[src/rtl/v_pkg.sv]
// Shared vector-unit definitions: FU selector, sequencer FSM states, scoreboard depth,
// the held-instruction record and the reserved vsew encoding.
package v_pkg;

    localparam int NUM_VREG = 32;

    localparam logic [1:0] VSEW_INVALID = 2'b11;

    typedef enum logic [2:0] {
        VFU_ALU  = 3'd0,
        VFU_MUL  = 3'd1,
        VFU_RED  = 3'd2,
        VFU_SLDU = 3'd3,
        VFU_LSU  = 3'd4
    } vfu_sel_e;

    typedef enum logic [1:0] {
        S_IDLE  = 2'd0,
        S_CHECK = 2'd1,
        S_ISSUE = 2'd2
    } seq_state_e;

    typedef struct packed {
        logic [2:0] fu;
        logic [3:0] op;
        logic [4:0] vd;
        logic [4:0] vs1;
        logic [4:0] vs2;
        logic       rd_vs1;
        logic       rd_vs2;
        logic       wr_vd;
        logic [1:0] vsew;
    } seq_instr_t;

endpackage

[src/rtl/v_scoreboard.sv]
// Per-vreg pending-write bits with a single set port, a multi-bit clear mask and a
// combinational RAW/WAW hazard query. A set and a clear on the same register resolve to set.
module v_scoreboard #(
    parameter int NUM_VREG = 32
) (
    input  logic                clk,
    input  logic                nrst,
    input  logic                set_en,
    input  logic [4:0]          set_idx,
    input  logic [NUM_VREG-1:0] clr_mask,
    input  logic [4:0]          q_vd,
    input  logic [4:0]          q_vs1,
    input  logic [4:0]          q_vs2,
    input  logic                q_rd_vs1,
    input  logic                q_rd_vs2,
    input  logic                q_wr_vd,
    output logic                hazard
);

    logic [NUM_VREG-1:0] pend;
    logic [NUM_VREG-1:0] set_mask;

    assign set_mask = set_en ? (NUM_VREG'(1) << set_idx) : '0;

    always_ff @(posedge clk or negedge nrst) begin
        if (!nrst) begin
            pend <= '0;
        end else begin
            pend <= (pend & ~clr_mask) | set_mask;
        end
    end

    assign hazard = (q_rd_vs1 & pend[q_vs1]) |
                    (q_rd_vs2 & pend[q_vs2]) |
                    (q_wr_vd  & pend[q_vd]);

endmodule

[src/rtl/v_issue_seq.sv]
// Vector issue sequencer: holds one decoded instruction until its FU is free and no vreg
// hazard remains, then issues it. Define V_ISSUE_SEQ_PERF_EN to add the perf counters.
module v_issue_seq #(
    parameter int NUM_VREG = v_pkg::NUM_VREG,
    parameter int NUM_FU   = int'(v_pkg::VFU_LSU) + 1,
    parameter int VL_W     = 8
) (
    input  logic              clk,
    input  logic              nrst,
    input  logic              in_valid,
    output logic              in_ready,
    input  logic [2:0]        in_fu,
    input  logic [3:0]        in_op,
    input  logic [4:0]        in_vd,
    input  logic [4:0]        in_vs1,
    input  logic [4:0]        in_vs2,
    input  logic              in_rd_vs1,
    input  logic              in_rd_vs2,
    input  logic              in_wr_vd,
    input  logic [VL_W-1:0]   in_vl,
    input  logic [1:0]        in_vsew,
    output logic [NUM_FU-1:0] fu_issue,
    output logic [3:0]        fu_op,
    output logic [4:0]        fu_vd,
    output logic [4:0]        fu_vs1,
    output logic [4:0]        fu_vs2,
    output logic [VL_W-1:0]   fu_vl,
    output logic [1:0]        fu_vsew,
    input  logic [NUM_FU-1:0] fu_done,
    output logic              illegal,
    output logic              idle
`ifdef V_ISSUE_SEQ_PERF_EN
    ,
    output logic [31:0]       perf_issued,
    output logic [31:0]       perf_stall,
    output logic [31:0]       perf_illegal
`endif
);

    import v_pkg::*;

    seq_state_e          state;
    seq_instr_t          held;
    logic [VL_W-1:0]     held_vl;
    logic [NUM_FU-1:0]   busy;
    logic [NUM_FU-1:0]   fu_wr_q;
    logic [4:0]          fu_vd_q [NUM_FU];
    logic [NUM_FU-1:0]   done_eff;
    logic [NUM_FU-1:0]   issue_mask;
    logic [NUM_VREG-1:0] clr_mask;
    logic                bad_instr;
    logic                reg_hazard;
    logic                hazard;
    logic                do_issue;
    logic                do_illegal;
    logic                do_stall;

    // Out-of-range FU indices are rejected before busy is ever looked up for them
    assign bad_instr  = (held.vsew == VSEW_INVALID) || (int'(held.fu) >= NUM_FU);
    assign hazard     = (!bad_instr && busy[held.fu]) || reg_hazard;
    assign do_illegal = (state == S_CHECK) && bad_instr;
    assign do_stall   = (state == S_CHECK) && !bad_instr && (held_vl != '0) && hazard;
    assign do_issue   = (state == S_ISSUE);
    assign issue_mask = do_issue ? (NUM_FU'(1) << held.fu) : '0;
    assign done_eff   = fu_done & busy;

    always_comb begin
        clr_mask = '0;
        for (int i = 0; i < NUM_FU; i++) begin
            if (done_eff[i] && fu_wr_q[i]) begin
                clr_mask[fu_vd_q[i]] = 1'b1;
            end
        end
    end

    v_scoreboard #(
        .NUM_VREG (NUM_VREG)
    ) u_scoreboard (
        .clk      (clk),
        .nrst     (nrst),
        .set_en   (do_issue && held.wr_vd),
        .set_idx  (held.vd),
        .clr_mask (clr_mask),
        .q_vd     (held.vd),
        .q_vs1    (held.vs1),
        .q_vs2    (held.vs2),
        .q_rd_vs1 (held.rd_vs1),
        .q_rd_vs2 (held.rd_vs2),
        .q_wr_vd  (held.wr_vd),
        .hazard   (reg_hazard)
    );

    always_ff @(posedge clk or negedge nrst) begin
        if (!nrst) begin
            state   <= S_IDLE;
            held    <= '0;
            held_vl <= '0;
        end else begin
            case (state)
                S_IDLE: begin
                    if (in_valid) begin
                        held <= '{fu: in_fu, op: in_op, vd: in_vd, vs1: in_vs1, vs2: in_vs2,
                                  rd_vs1: in_rd_vs1, rd_vs2: in_rd_vs2, wr_vd: in_wr_vd,
                                  vsew: in_vsew};
                        held_vl <= in_vl;
                        state   <= S_CHECK;
                    end
                end
                S_CHECK: begin
                    if (bad_instr || (held_vl == '0)) begin
                        state <= S_IDLE;
                    end else if (!hazard) begin
                        state <= S_ISSUE;
                    end
                end
                S_ISSUE: state <= S_IDLE;
                default: state <= S_IDLE;
            endcase
        end
    end

    // Completions for idle FUs are dropped so stale pulses after a reset cannot clear anything
    always_ff @(posedge clk or negedge nrst) begin
        if (!nrst) begin
            busy    <= '0;
            fu_wr_q <= '0;
            for (int i = 0; i < NUM_FU; i++) begin
                fu_vd_q[i] <= '0;
            end
        end else begin
            busy <= (busy & ~done_eff) | issue_mask;
            if (do_issue) begin
                fu_vd_q[held.fu] <= held.vd;
                fu_wr_q[held.fu] <= held.wr_vd;
            end
        end
    end

    assign in_ready = (state == S_IDLE);
    assign idle     = (state == S_IDLE) && (busy == '0);
    assign illegal  = do_illegal;
    assign fu_issue = issue_mask;
    assign fu_op    = do_issue ? held.op   : '0;
    assign fu_vd    = do_issue ? held.vd   : '0;
    assign fu_vs1   = do_issue ? held.vs1  : '0;
    assign fu_vs2   = do_issue ? held.vs2  : '0;
    assign fu_vl    = do_issue ? held_vl   : '0;
    assign fu_vsew  = do_issue ? held.vsew : '0;

`ifdef V_ISSUE_SEQ_PERF_EN
    always_ff @(posedge clk or negedge nrst) begin
        if (!nrst) begin
            perf_issued  <= '0;
            perf_stall   <= '0;
            perf_illegal <= '0;
        end else begin
            perf_issued  <= perf_issued  + 32'(do_issue);
            perf_stall   <= perf_stall   + 32'(do_stall);
            perf_illegal <= perf_illegal + 32'(do_illegal);
        end
    end
`else
    logic unused_stall;
    assign unused_stall = do_stall;
`endif

endmodule
[config.mk]
export PLATFORM = sky130hd
export DESIGN_NAME = v_issue_seq
export DESIGN_NICKNAME = d
export VERILOG_FILES = /design/src/rtl/v_pkg.sv /design/src/rtl/v_scoreboard.sv /design/src/rtl/v_issue_seq.sv
export SDC_FILE = /design/constraint.sdc
export NUM_CORES = 1
export LEC_CHECK = 0
export BUFFER_PORTS_ARGS = -buffer_cell sky130_fd_sc_hd__buf_2
export CAP_MARGIN = 20
export CELL_PAD_IN_SITES_DETAIL_PLACEMENT = 1
export CELL_PAD_IN_SITES_GLOBAL_PLACEMENT = 1
export CORE_MARGIN = 2
export CORE_UTILIZATION = 49
export DETAILED_ROUTE_END_ITERATION = 8
export PLACE_DENSITY_LB_ADDON = 0.15
export SLEW_MARGIN = 25
export SYNTH_ARGS = -nofsm -noshare
export SYNTH_HDL_FRONTEND = slang
export SYNTH_SLANG_ARGS = --single-unit
[constraint.sdc]
create_clock -name clk -period 3.5 [get_ports clk]
set_input_delay 0.7 -clock clk [delete_from_list [all_inputs] [get_ports clk]]
set_output_delay 0.7 -clock clk [all_outputs]
set_load 0.03 [all_outputs]
==> qor.csv <==
stage,metric,value,unit
sta,fin_worst_skew,0.01077,ns
global_routing,first_global_vias,6042,
setup_path,slowest_stage,nor2b_1,
global_routing,track_usage,0.3451,
setup_path,crit_path_start_kind,flop,
route,drt-initial-drc-count,478,
floorplanning,start_util,0.5053,
logic_synthesis,synth_top_area_share,0.4048,
setup_path,critPathCaptureType,output port,
clock_network,path_clk_slew,0.07,ns
sta,fin_ws,0.6033,ns
setup_path,crit_family,simple AND/OR/NAND/NOR gates,
floorplanning,io_pins,80,
floorplanning,die_x,118.5,um
route,detail-route-antenna-nets,0,
setup_path,crit_path_end,fu_issue[4],
logic_synthesis,ys.flop_type,dfrtp_1,
layout,nets,733,
setup_path,slowest_delay,0.57,ns
logic_synthesis,async_flop_share,1.000,
power,max-vdd-ir-drop,261.8,uV
sta,drv_slew,0,
clock_network,clock_latency,0.36,ns
sta,finalHoldViolCount,0,
clock_network,cts_tree,done,
place,io_buffers,79,
logic_synthesis,synth.area.top_cells,"dfrtp_1 40%, mux2_2 12%, mux4_2 4.6%",
global_routing,gr-max-usage-layer,met2,
clock_network,cts_sinks,104,
setup_path,timing.rr.start,held[16]$_DFFE_PN0P_,
global_routing,use_met2,0.5629,
flow_run,maxCapViolCount,0,
logic_synthesis,syn_area_per_cell,10.09,um^2
logic_synthesis,syn_inst,637,
setup_path,r2r-end,state[0]$_DFFE_PN0P_,
setup_path,crit_type,flop to output port,
power,combPwrFrac,0.283,
route,dr.pass1.iters,5,
sta,relSlewSlack,0.4622,
setup_path,crit_cells,4,
sta,setup_viol,0,
place,pre_cts_ws,0.9350,ns
sta,timing.hold.ws,0.3394,ns
global_routing,gr-usage-met3,0.08108,
route,vias_per_cell,6.721,
sta,worstMarginPinSlew,0.8067,ns
sta,rsz0062_at_grt,no,
status,outcome,"complete, no violations",
setup_path,crit_chain,nor2b_1 -> nand3_1 -> inv_1 -> buf_2,
power,leakagePower,2.987,nW
setup_path,worst-path-buf-inv,2,
setup_path,cp-startpoint,state[1]$_DFFE_PN0P_,
layout,antenna_cells,0,
clock_network,post_cts_resized,0,
setup_path,arrival,2.20,ns
route,num_vias,5827,
logic_synthesis,synth_nets,680,
sta,final.setup.tns,0,ns
clock_network,cts-root-buf,clkbuf_16,
power,p_int,2.593,mW
logic_synthesis,synth_area_leader_cell,dfrtp_1,
logic_synthesis,synth_seq_cells,104,
clock_network,cts_buffers,9,
sta,layout_min_cycle_time,2.897,ns
setup_path,reg2regPathDepth,6,
logic_synthesis,ys.warnings.count,0,
global_routing,grt_overflow_total,0,
logic_synthesis,ys_types,50,
floorplanning,dieArea,14050,um^2
clock_network,postCtsSetupBuffers,0,
route,drt_wl_total,23700,um
clock_network,cts_hold_buf,0,
power,p_sw,1.750,mW
clock_network,clockBufferDepth,2,
power,seqPwrFrac,0.486,
layout,drive_gt1_frac,0.2835,
logic_synthesis,syn_area,6429,um^2
setup_path,reg2reg_setup_slack,0.90,ns
power,powerDensity,600.8,nW/um^2
setup_path,crit_fanout,10,
power,switching_share,0.4030,
power,clockPowerShare,0.231,
route,wl_per_cell,27.33,um
route,drc,0,
layout,areaGrowthSynthToFinish,12.46,%
global_routing,grtUsageMet1,0.4445,
clock_network,cts-htree-levels,3,
place,hpwl,17470,um
place,dpl-instance-area,6940,um^2
layout,final_area,7229,um^2
place,place_congestion,1.040,
worst_hold_path,min_path_type,primary input to asynchronous set/reset pin,
floorplanning,core_region_area,12720,um^2
global_routing,antenna_found_initial,0,
logic_synthesis,synth-seq-area-share,0.4048,
setup_path,worst_ep_required_time,2.80,ns
floorplanning,core.rowCount,41,
layout,fill_cells,1437,
sta,finalCritPeriodShare,0.8276,
global_routing,grt_max_degree,46,
sta,fmax,345.2,MHz
logic_synthesis,synth_edf_count,0,
floorplanning,dieHeight,118.5,um
global_routing,grt_first_pass_wirelength,36610,um
==> sequential cells by signal, summed over array words and instances, names as in the netlist <==
name and count:
fu_vd_q 25, held_vl 8, fu_wr_q 5, u_scoreboard.pend 32, held 27, busy 5, state 2
==> through the flow <==
stage | util | std cells | total power [mW]
6_report | 0.5683 | 867 | 4.343
5_1_grt | 0.5683 | 867 | 4.542
4_1_cts | 0.5683 | 867 | 4.339
3_5_place_dp | 0.5455 | 851 | 3.322
3_3_place_gp | 0.5455 | 851 | 3.218
2_1_floorplan | - | 637 | 2.865
==> layout by cell type (no fill, tap or decap), types with 7 or more instances in the layout <==
cell,n
buf_2,78
and2_1,33
clkbuf_16,9
mux4_2,13
nor2_1,24
mux2i_1,10
o21ai_0,45
a221o_1,8
a221oi_1,10
mux2_2,68
nand4_1,7
inv_1,15
o22ai_1,30
and3_1,14
nor3_1,10
a22oi_1,15
dfrtp_1,104
mux4_1,8
nand3_1,28
nand2_1,55
buf_4,14
nand3b_1,13
nor3b_1,15
nand2b_1,8
==> how the worst min path moves through the flow <==
stage | startpoint | end | slack, ns
2_1_floorplan | nrst | busy[0]$_DFF_PN0_ | 0.40
3_3_place_gp | held[23]$_DFFE_PN0P_ | held[23]$_DFFE_PN0P_ | 0.48
3_5_place_dp | held[23]$_DFFE_PN0P_ | held[23]$_DFFE_PN0P_ | 0.49
4_1_cts | nrst | u_scoreboard.pend[26]$_DFF_PN0_ | 0.35
5_1_grt | nrst | held[5]$_DFFE_PN0P_ | 0.38
6_report | nrst | held[5]$_DFFE_PN0P_ | 0.34
==> layout make-up <==
| cell class | count | area [um^2] | share of cell area |
|---|---|---|---|
| multi-input cells | 468 | 3571 | 0.4939 |
| well taps | 172 | 215.2 | 0.02977 |
| clock inverters | 6 | 50.05 | 0.006923 |
| repair buffers | 92 | 495.5 | 0.06854 |
| clock buffers | 10 | 239.0 | 0.03306 |
| inverters | 15 | 56.30 | 0.007788 |
| flip-flops and latches | 104 | 2603 | 0.3600 |
==> power by group through the flow <==
| stage | Sequential [mW] | Clock, mW | Combinational [mW] |
|---|---|---|---|
| finish | 2.11 | 1.00 | 1.23 |
| global route | 2.17 | 1.06 | 1.31 |
| CTS | 2.10 | 1.02 | 1.22 |
| detailed placement | 2.12 | 0 | 1.20 |
| global placement | 2.07 | 0 | 1.15 |
| floorplan | 1.66 | 0 | 1.20 |
==> Yosys cell counts, types with 4 or more instances <==
library cell / n
mux4_1: 8
and2_1: 33
mux4_2: 13
nand2b_1: 8
nand4_1: 7
nor3b_1: 15
a22oi_1: 15
o22ai_1: 30
nor2b_1: 6
clkbuf_1: 43
nor4_1: 4
a221o_1: 8
a221oi_1: 10
or3_1: 5
nand2_1: 55
mux2i_1: 10
o21ai_0: 45
nand3_1: 28
nand3b_1: 13
dfrtp_1: 104
nor2_1: 24
inv_1: 15
nor3_1: 10
and3_1: 14
o211ai_1: 4
mux2_2: 68
==> layer usage <==
layer	wire [um]	vias to the layer above
met2	11470	279
met4	798	0
li1	-	2512
met3	1784	59
met5	0	-
met1	9647	2977
==> cell families (layout without fill, tap and decap cells) <==
| group | Yosys count | in the layout | share of synthesized area |
|---|---|---|---|
| and+or+nand+nor | 232 | 232 | 0.1958 |
| AOI/OAI and AO/OA | 137 | 137 | 0.1468 |
| DFF | 104 | 104 | 0.4048 |
| muxes | 99 | 99 | 0.2129 |
| buffers and inverters | 65 | 123 | 0.03970 |
(Power assumes the default switching activity.)
